<file path="src/rtl/fft8_seq_pkg.sv">
// fft8_seq_pkg: shared sizes, twiddle constants, state types and index helper for the FFT8 frame sequencer
package fft8_seq_pkg;
  localparam int N_PT = 8;
  localparam int DW = 16;
  localparam int OW = 66;
  localparam logic [63:0] TW_RE = {16'hD2BF, 16'h0000, 16'h2D41, 16'h4000};
  localparam logic [63:0] TW_IM = {16'hD2BF, 16'hC000, 16'hD2BF, 16'h0000};
  typedef enum logic {FILL, FULL} in_state_t;
  typedef enum logic [1:0] {EMPTY, WAIT, DRAIN} out_state_t;
  function automatic logic [2:0] bitrev3(input logic [2:0] k);
    return {k[0], k[1], k[2]};
  endfunction
endpackage

</file>
<file path="src/rtl/fft8_frame_buf.sv">
// fft8_frame_buf: 8-slot sample buffer plus registered FFT input image (FFT8_BITREV_EN selects bit-reversed slot order)
module fft8_frame_buf
  import fft8_seq_pkg::*;
(
  input  logic               clk,
  input  logic               rst,
  input  logic               wr_en,
  input  logic [2:0]         wr_idx,
  input  logic [DW-1:0]      wr_data,
  input  logic               launch,
  output logic [N_PT*DW-1:0] fft_in
);
  logic [N_PT*DW-1:0] smp_q, smp_d, img_q, img_d;
  logic [2:0] slot;
`ifdef FFT8_BITREV_EN
  assign slot = bitrev3(wr_idx);
`else
  assign slot = wr_idx;
`endif
  assign fft_in = img_q;
  // place each accepted sample in its slot; snapshot the complete frame at launch
  always_comb begin
    smp_d = smp_q;
    if (wr_en) smp_d[slot*DW +: DW] = wr_data;
    img_d = launch ? smp_q : img_q;
  end
  // sample buffer and FFT input image; reset discards any partial frame
  always_ff @(posedge clk or negedge rst) begin
    if (!rst) begin
      smp_q <= '0;
      img_q <= '0;
    end else begin
      smp_q <= smp_d;
      img_q <= img_d;
    end
  end
endmodule

</file>
<file path="src/rtl/fft8_frame_sequencer.sv">
// fft8_frame_sequencer: frames serial samples for an 8-point FFT and drains its results one bin per beat (FFT8_BITREV_EN: bit-reversed input slots)
module fft8_frame_sequencer
  import fft8_seq_pkg::*;
#(
  parameter int FFT_LATENCY = 0
) (
  input  logic               clk,
  input  logic               rst,
  input  logic               s_valid,
  output logic               s_ready,
  input  logic [DW-1:0]      s_data,
  output logic [N_PT*DW-1:0] fft_in,
  output logic [63:0]        tw_real,
  output logic [63:0]        tw_imag,
  input  logic [N_PT*OW-1:0] fft_out_real,
  input  logic [N_PT*OW-1:0] fft_out_imag,
  output logic               m_valid,
  input  logic               m_ready,
  output logic [OW-1:0]      m_real,
  output logic [OW-1:0]      m_imag,
  output logic [2:0]         m_bin,
  output logic               m_last,
  output logic [15:0]        frame_cnt
);
  localparam int CW = FFT_LATENCY > 0 ? $clog2(FFT_LATENCY + 1) : 1;
  in_state_t in_q, in_d;
  out_state_t out_q, out_d;
  logic [2:0] wr_idx_q, wr_idx_d, rd_idx_q, rd_idx_d;
  logic [CW-1:0] cnt_q, cnt_d;
  logic [15:0] frame_cnt_q, frame_cnt_d;
  logic [N_PT*OW-1:0] res_re_q, res_re_d, res_im_q, res_im_d;
  logic accept, launch, hs;
  assign s_ready = in_q == FILL;
  assign accept = s_valid && s_ready;
  assign launch = in_q == FULL && out_q == EMPTY;
  assign m_valid = out_q == DRAIN;
  assign hs = m_valid && m_ready;
  assign m_real = res_re_q[rd_idx_q*OW +: OW];
  assign m_imag = res_im_q[rd_idx_q*OW +: OW];
  assign m_bin = rd_idx_q;
  assign m_last = rd_idx_q == 3'd7;
  assign frame_cnt = frame_cnt_q;
  assign tw_real = TW_RE;
  assign tw_imag = TW_IM;
  fft8_frame_buf u_buf (
    .clk     (clk),
    .rst     (rst),
    .wr_en   (accept),
    .wr_idx  (wr_idx_q),
    .wr_data (s_data),
    .launch  (launch),
    .fft_in  (fft_in)
  );
  // fill/launch handshake between the two FSMs, latency wait, result capture and drain
  always_comb begin
    in_d = in_q;
    out_d = out_q;
    wr_idx_d = wr_idx_q;
    rd_idx_d = rd_idx_q;
    cnt_d = cnt_q;
    frame_cnt_d = frame_cnt_q;
    res_re_d = res_re_q;
    res_im_d = res_im_q;
    if (accept) begin
      wr_idx_d = wr_idx_q + 3'd1;
      in_d = wr_idx_q == 3'd7 ? FULL : FILL;
    end
    if (launch) begin
      in_d = FILL;
      out_d = WAIT;
      cnt_d = '0;
    end
    if (out_q == WAIT) begin
      cnt_d = cnt_q + 1'b1;
      if (cnt_q == CW'(FFT_LATENCY)) begin
        out_d = DRAIN;
        res_re_d = fft_out_real;
        res_im_d = fft_out_imag;
      end
    end
    if (hs) begin
      rd_idx_d = rd_idx_q + 3'd1;
      if (m_last) begin
        frame_cnt_d = frame_cnt_q + 16'd1;
        out_d = EMPTY;
      end
    end
  end
  // state, indices, counters and captured results
  always_ff @(posedge clk or negedge rst) begin
    if (!rst) begin
      in_q <= FILL;
      out_q <= EMPTY;
      wr_idx_q <= '0;
      rd_idx_q <= '0;
      cnt_q <= '0;
      frame_cnt_q <= '0;
      res_re_q <= '0;
      res_im_q <= '0;
    end else begin
      in_q <= in_d;
      out_q <= out_d;
      wr_idx_q <= wr_idx_d;
      rd_idx_q <= rd_idx_d;
      cnt_q <= cnt_d;
      frame_cnt_q <= frame_cnt_d;
      res_re_q <= res_re_d;
      res_im_q <= res_im_d;
    end
  end
endmodule

</file>
<file path="config.mk">
export PLATFORM = sky130hd
export DESIGN_NAME = fft8_frame_sequencer
export DESIGN_NICKNAME = d
export VERILOG_FILES = /design/src/rtl/fft8_seq_pkg.sv /design/src/rtl/fft8_frame_buf.sv /design/src/rtl/fft8_frame_sequencer.sv
export SDC_FILE = /design/constraint.sdc
export NUM_CORES = 2
export LEC_CHECK = 0
export CAP_MARGIN = 20
export CELL_PAD_IN_SITES_DETAIL_PLACEMENT = 0
export CELL_PAD_IN_SITES_GLOBAL_PLACEMENT = 1
export CORE_AREA = 2 2 585 587
export CTS_BUF_LIST = sky130_fd_sc_hd__clkbuf_8
export CTS_CLUSTER_SIZE = 25
export DETAILED_ROUTE_END_ITERATION = 6
export DIE_AREA = 0 0 587 589
export PLACE_DENSITY_LB_ADDON = 0.1
export SYNTH_ARGS = -nofsm -noshare
export SYNTH_HDL_FRONTEND = slang
export SYNTH_SLANG_ARGS = --single-unit
export TNS_END_PERCENT = 100
</file>
<file path="constraint.sdc">
create_clock -name clk -period 3 [get_ports clk]
set_input_delay 0.6 -clock clk [delete_from_list [all_inputs] [get_ports clk]]
set_output_delay 0.6 -clock clk [all_outputs]
set_load 0.05 [all_outputs]
</file>
## Yosys cells after proc, flatten, opt, wreduce, memory -nomap -nowiden

Cells that the tools add are included.
W data, S select, Z words.

| cells by class | value |
|---|---|
| multiply operators | 1 |
| add/sub/neg operators | 5 |
| bitwise logic cells | 2 |
| eq/ne operators | 4 |
| mux-type cells | 11 |
| reductions and logical operators | 8 |
| order comparisons | 0 |
| shift operators | 4 |
| div/mod/pow operators | 0 |

Operator list:

| cell | number |
|---|---|
| $shiftx A528 B11 Y66 | 2 |
| $bwmux W128 | 1 |
| $shift A16 B34 Y128 const A | 1 |
| $shiftx A16 B34 Y128 | 1 |
| $neg A7 Y34 | 1 |
| $add A16 B1 Y16 const B | 1 |
| $mux W2 | 5 |
| $mul A3 B6 Y9 const B | 1 |
| $add A3 B1 Y3 const B | 2 |
| $eq A3 B3 Y1 const B | 2 |
| $mux W1 | 5 |
| $reduce_and A2 Y1 | 2 |
| $reduce_bool A2 Y1 | 2 |
| $logic_and A1 B1 Y1 | 3 |
| $eq A2 B1 Y1 const B | 1 |
| $eq A2 B2 Y1 const B | 1 |
| $logic_not A2 Y1 | 1 |
| $not A1 Y1 | 2 |
| $add A1 B1 Y1 const B | 1 |

| storage, ports and cells | value |
|---|---|
| memories kept | 0 |
| bits of input ports | 1076 |
| word-level logic and storage cells | 45 |
| memory bits (writable) | 0 |
| bits in latches | 0 |
| register bits | 1338 |
| output and inout bits | 410 |
| ROM bits | 0 |

## Longest topological paths before layout

| depth | value |
|---|---|
| depth in word-level cells | 7 |
| gate-level depth with buffers | 8 |

## Modules after synthesis

Synthesis repeated with hierarchy kept, for this count alone.

| unflattened totals | value |
|---|---|
| cells, all modules | 3590 |
| area, all modules | 60599.4 µm² |

By module, submodules not included:

| module | area an instance (µm²) | seq. area each (µm²) | cells an instance | times used |
|---|---|---|---|---|
| fft8_frame_sequencer | 50552.2 | 27076.0 | 2934 | 1 |
| fft8_frame_buf | 10047.1 | 6406.1 | 656 | 1 |

## Least setup slack after synthesis

OpenSTA, ideal clock, no wires.

| timing path | value |
|---|---|
| path type | flip-flop to output port |
| start | reg rd_idx_q[0] (netlist: m_bin[0]) |
| end | out m_imag[0] |
| setup slack | -81 ps |
| data arrival time | 2481 ps |
| data required time | 2400 ps |
| path buffers | 3 |
| cell stages (with the launch flop) | 6 |
| cells stage by stage | dfrtp_1 > clkbuf_1 > clkbuf_1 > buf_2 > mux4_2 > mux2_2 |

| on the way | value |
|---|---|
| cells in the longest elaborated chain, start to end | 2 |

Ends and longest elaborated chain:

| what | RTL line | source |
|---|---|---|
| start: declaration | fft8_frame_sequencer.sv:28 | `logic [2:0] wr_idx_q, wr_idx_d, rd_idx_q, rd_idx_d;` |
| start signal: assignment | fft8_frame_sequencer.sv:104 | `rd_idx_q <= rd_idx_d;` |
| $mul A3 B6 Y9 | fft8_frame_sequencer.sv:39 | `assign m_imag = res_im_q[rd_idx_q*OW +: OW];` |
| $shiftx A528 B11 Y66 | fft8_frame_sequencer.sv:39 |  |
| end: declaration | fft8_frame_sequencer.sv:20 | `output logic [OW-1:0] m_imag,` |

Every way passes these cells.

## Final worst setup path

| timing path | value |
|---|---|
| start | reg rd_idx_q[0] (netlist: m_bin[0]) |
| end | out m_imag[8] |

Same word-level chain as after synthesis.

==> summary.txt <==
Finish
  • Final instance area: 0.0865 mm^2
  • Fillers: 35100
  • Multi-input gate area: 0.0240 mm^2
  • Post-route insts no fill: 9955
  • Nets: 6256
  • Area grow syn2layout: 47.6%
  • Fin util: 0.255
  • Sequential Area: 0.0335 mm^2
  • Share of cells above drive strength 1: 0.459

Routing
  • Metal2 WL: 132 mm
  • DR vias/cell: 3.85
  • Wire per inst: 28.3 um
  • DRT met1 WL: 114 mm
  • Routed Antenna Nets: 0
  • Met3 wire len: 28.4 mm
  • Final wirelength: 282 mm
  • Via count: 38300
  • Max Used Layer: met5
  • Initial DRC count: 1404
  • Post-route DRC: 0
  • DRT Pass-1 Iters: 4

Power
  • Internal power: 0.0649 W
  • Reg power frac: 0.303
  • IR drop worst, VDD: 821 uV
  • Combinational Power Share: 0.514
  • Final Power: 0.107 W
  • Sw frac: 0.394
  • Clock share of power: 0.183
  • Psw: 0.0422 W
  • PwrDens: 1240 mW/mm^2
  • Leakage: 36.2 nW

Setup path
  • Critical path type: flip-flop to primary output
  • Startpoint class of the critical path: flip-flop
  • CP max stage cell: mux4_2
  • CP Data Arrival Time: 3.06 ns
  • Worst setup EP type: primary output
  • Cell family with most CP delay: multiplexers
  • Largest stage delay, worst path: 0.53 ns
  • CP max FO: 6
  • WP buf/inv: 5
  • CP required: 2.40 ns
  • Worst path most repeated cell: buf_12
  • CP cell instances: buf_12 -> buf_16 -> buf_12 -> buf_6 -> mux4_2 -> mux2_4 -> buf_8

Floorplanning
  • # IOs: 1486
  • FP Rows: 214
  • Core box area: 0.339 mm^2
  • Die W: 587 um
  • Die ar.: 0.346 mm^2
  • Initial Util: 0.173
  • Die Ht: 589 um

Yosys
  • Mapped Avg Cell Area: 16.6 um^2
  • #FFs+latches synth: 1338
  • Synth top area share: 0.571
  • Most instantiated cells after synthesis: mux2_2 (1437), dfrtp_1 (1338), mux4_2 (264), buf_2 (129), buf_4 (129)
  • Cell variety after synth: 39
  • Count leader, synth: mux2_2
  • Mapped cell area: 0.0586 mm^2
  • Sequential fraction of the synthesis area: 0.571
  • Main flop type after synthesis: dfrtp_1
  • Asr flop ratio synth: 1.00
  • Synth top area cells: dfrtp_1 (57%), mux2_2 (28%), mux4_2 (10%)
  • EDFF count, synth: 0
  • Cell taking the most area after synthesis: dfrtp_1
  • Post-Syn Instances: 3522
  • Ys Warns: 0

Clock network
  • Clk sinks: 1338
  • Number of H-tree levels: 5
  • Number of buffers created by CTS: 287
  • Clk root buf: clkbuf_8
  • CTS tree: yes
  • CTS Buffer Depth: 4
  • Clock Latency Late Sink: 0.97 ns
  • Clock-pin slew on the worst setup and hold paths: 0.05 ns

Timing
  • Minimum clock period: 3.66 ns
  • Final hold vios: 0
  • Worst Max-Slew Pin Slew: 0.760 ns
  • Final setup viols: 134
  • Period utilization: 1.22
  • RSZ-0062 raised after global routing: yes
  • Setup TNS: -73.53 ns
  • Final Max Slew Viols: 0
  • Final worst slack: -0.658 ns
  • Max frequency: 273 MHz
  • Slew margin rel.: 0.495
  • Final Skew: 0.0376 ns

Global routing
  • Total grt overflow: 0
  • First-pass GRT wire length: 380 mm
  • Largest net degree at the start of global routing: 83
  • Number of global-route vias before repair: 42000
  • Global-route usage over all layers: 0.159
  • Initial antenna violation count: 235

Job
  • MaxCap Viol Count: 0

Place
  • PortBufs: 1357
  • RD Place Congestion: 0.770
  • DP Area: 0.0785 mm^2
  • Cells after DPL: 9362
  • Post-DP HPWL: 213 mm

Min path
  • Worst min-delay path category: primary input to async pin

Status
  • Failing checks: negative setup slack
  • Run status: complete, but fails checks
## worst register-to-register path: cells and delay by family (launching register included)
kind | cells | cell delay (ns)
buffers and inverters | 3 | 0.60
adders and majority gates | 2 | 0.41
xor gates and xnor gates | 1 | 0.15
DFF | 1 | 0.45
and+or+nand+nor | 3 | 0.88
## cell usage in the layout (no fill, tap or decap), types with 3 or more instances in the layout
cell,netlist,routed
and2_1,32,32
buf_12,1,128
buf_16,0,30
buf_4,129,86
buf_6,3,58
buf_8,0,59
clkbuf_8,0,352
clkdlybuf4s50_1,0,1132
clkinv_2,0,10
clkinvlp_4,0,7
conb_1,2,128
dfrtp_1,1338,1334
dfrtp_4,0,3
diode_2,0,49
dlygate4sd2_1,0,85
ha_1,8,7
inv_1,5,113
inv_6,0,4
inv_8,0,4
mux2_2,1437,1335
mux2_4,10,112
mux4_2,264,264
nand2_1,11,11
nand2b_1,3,3
nand3_1,7,7
nand4_1,4,4
nor2_1,11,11
nor3_1,4,3
nor4_1,4,4
xnor2_1,9,9
xor2_1,8,8
## sequential cells by signal, summed over array words and instances (netlist names)
name / count
res_im_q: 528
res_re_q: 528
u_buf.fft_in: 128
u_buf.smp_q: 128
frame_cnt: 16
m_bin: 3
wr_idx_q: 3
out_q: 2
cnt_q: 1
in_q: 1
## kinds of logic after synthesis
group / Yosys count / share of synthesized area
buffers and inverters: 352 / 0.0342
DFF: 1338 / 0.571
AOI/OAI and AO/OA: 3 / 0.000256
other: 2 / 0.000128
and+or+nand+nor: 90 / 0.00937
adders and majority gates: 8 / 0.00171
xor gates and xnor gates: 17 / 0.00254
muxes: 1712 / 0.380
## worst paths after layout
| check | start | to | slack [ns] | depth (start not counted) |
|---|---|---|---|---|
| min in group clk | fft_out_imag[347] | res_im_q[347] | 0.21 | 2 |
| worst min register to register | frame_cnt[15] | frame_cnt[15] | 0.46 | 1 |
| max in group asynchronous | rst | res_im_q[254] | 1.70 | 3 |
| worst max register to register | m_bin[0] | frame_cnt[12] | 0.39 | 9 |
| worst max-delay path | m_bin[0] | m_imag[8] | -0.66 | 7 |
| worst min-delay path | rst | u_buf.smp_q[8] | 0.14 | 2 |
## cell type report
type                    instances  share of cell area
flip-flops and latches       1338               0.387
multi-input cells            1958               0.277
repair buffers               1582               0.205
well taps                    4536              0.0656
clock buffers                 352              0.0560
clock inverters               135             0.00718
diodes                         49             0.00142
inverters                       5            0.000217
## power groups by stage
stage	combinational, W	clock (W)	sequential [W]
after global routing	0.0583	0.0214	0.0336
after detailed placement	0.0493	0	0.0329
after global placement	0.0490	0	0.0331
final	0.0551	0.0196	0.0325
after CTS	0.0556	0.0207	0.0327
after floorplan	0.0303	0	0.0322
## timing repair
action                                  4_1_cts  5_1_grt
cloned                                       25        2
endpoints found under the hold margin       351        0
gates resized for setup                     413       69
endpoints found under the setup margin      223      134
hold buffers                                  1        0
setup buffers                                37        5
## through the flow
| stage | hold WS (ns) | setup WS, ns |
|---|---|---|
| 2_1_floorplan | 0.304 | 0.0496 |
| 3_3_place_gp | 0.462 | 0.232 |
| 3_5_place_dp | 0.461 | 0.224 |
| 4_1_cts | 0.0183 | -0.877 |
| 5_1_grt | 0.0879 | -0.847 |
| 6_report | 0.137 | -0.658 |
## per-layer routing
layer / track usage / up-vias
met5: 0 / -
met1: 0.188 / 19800
li1: - / 16200
met2: 0.260 / 1558
met3: 0.0733 / 653
met4: 0.0355 / 110
No activity file was read; power rests on OpenSTA's default activity.
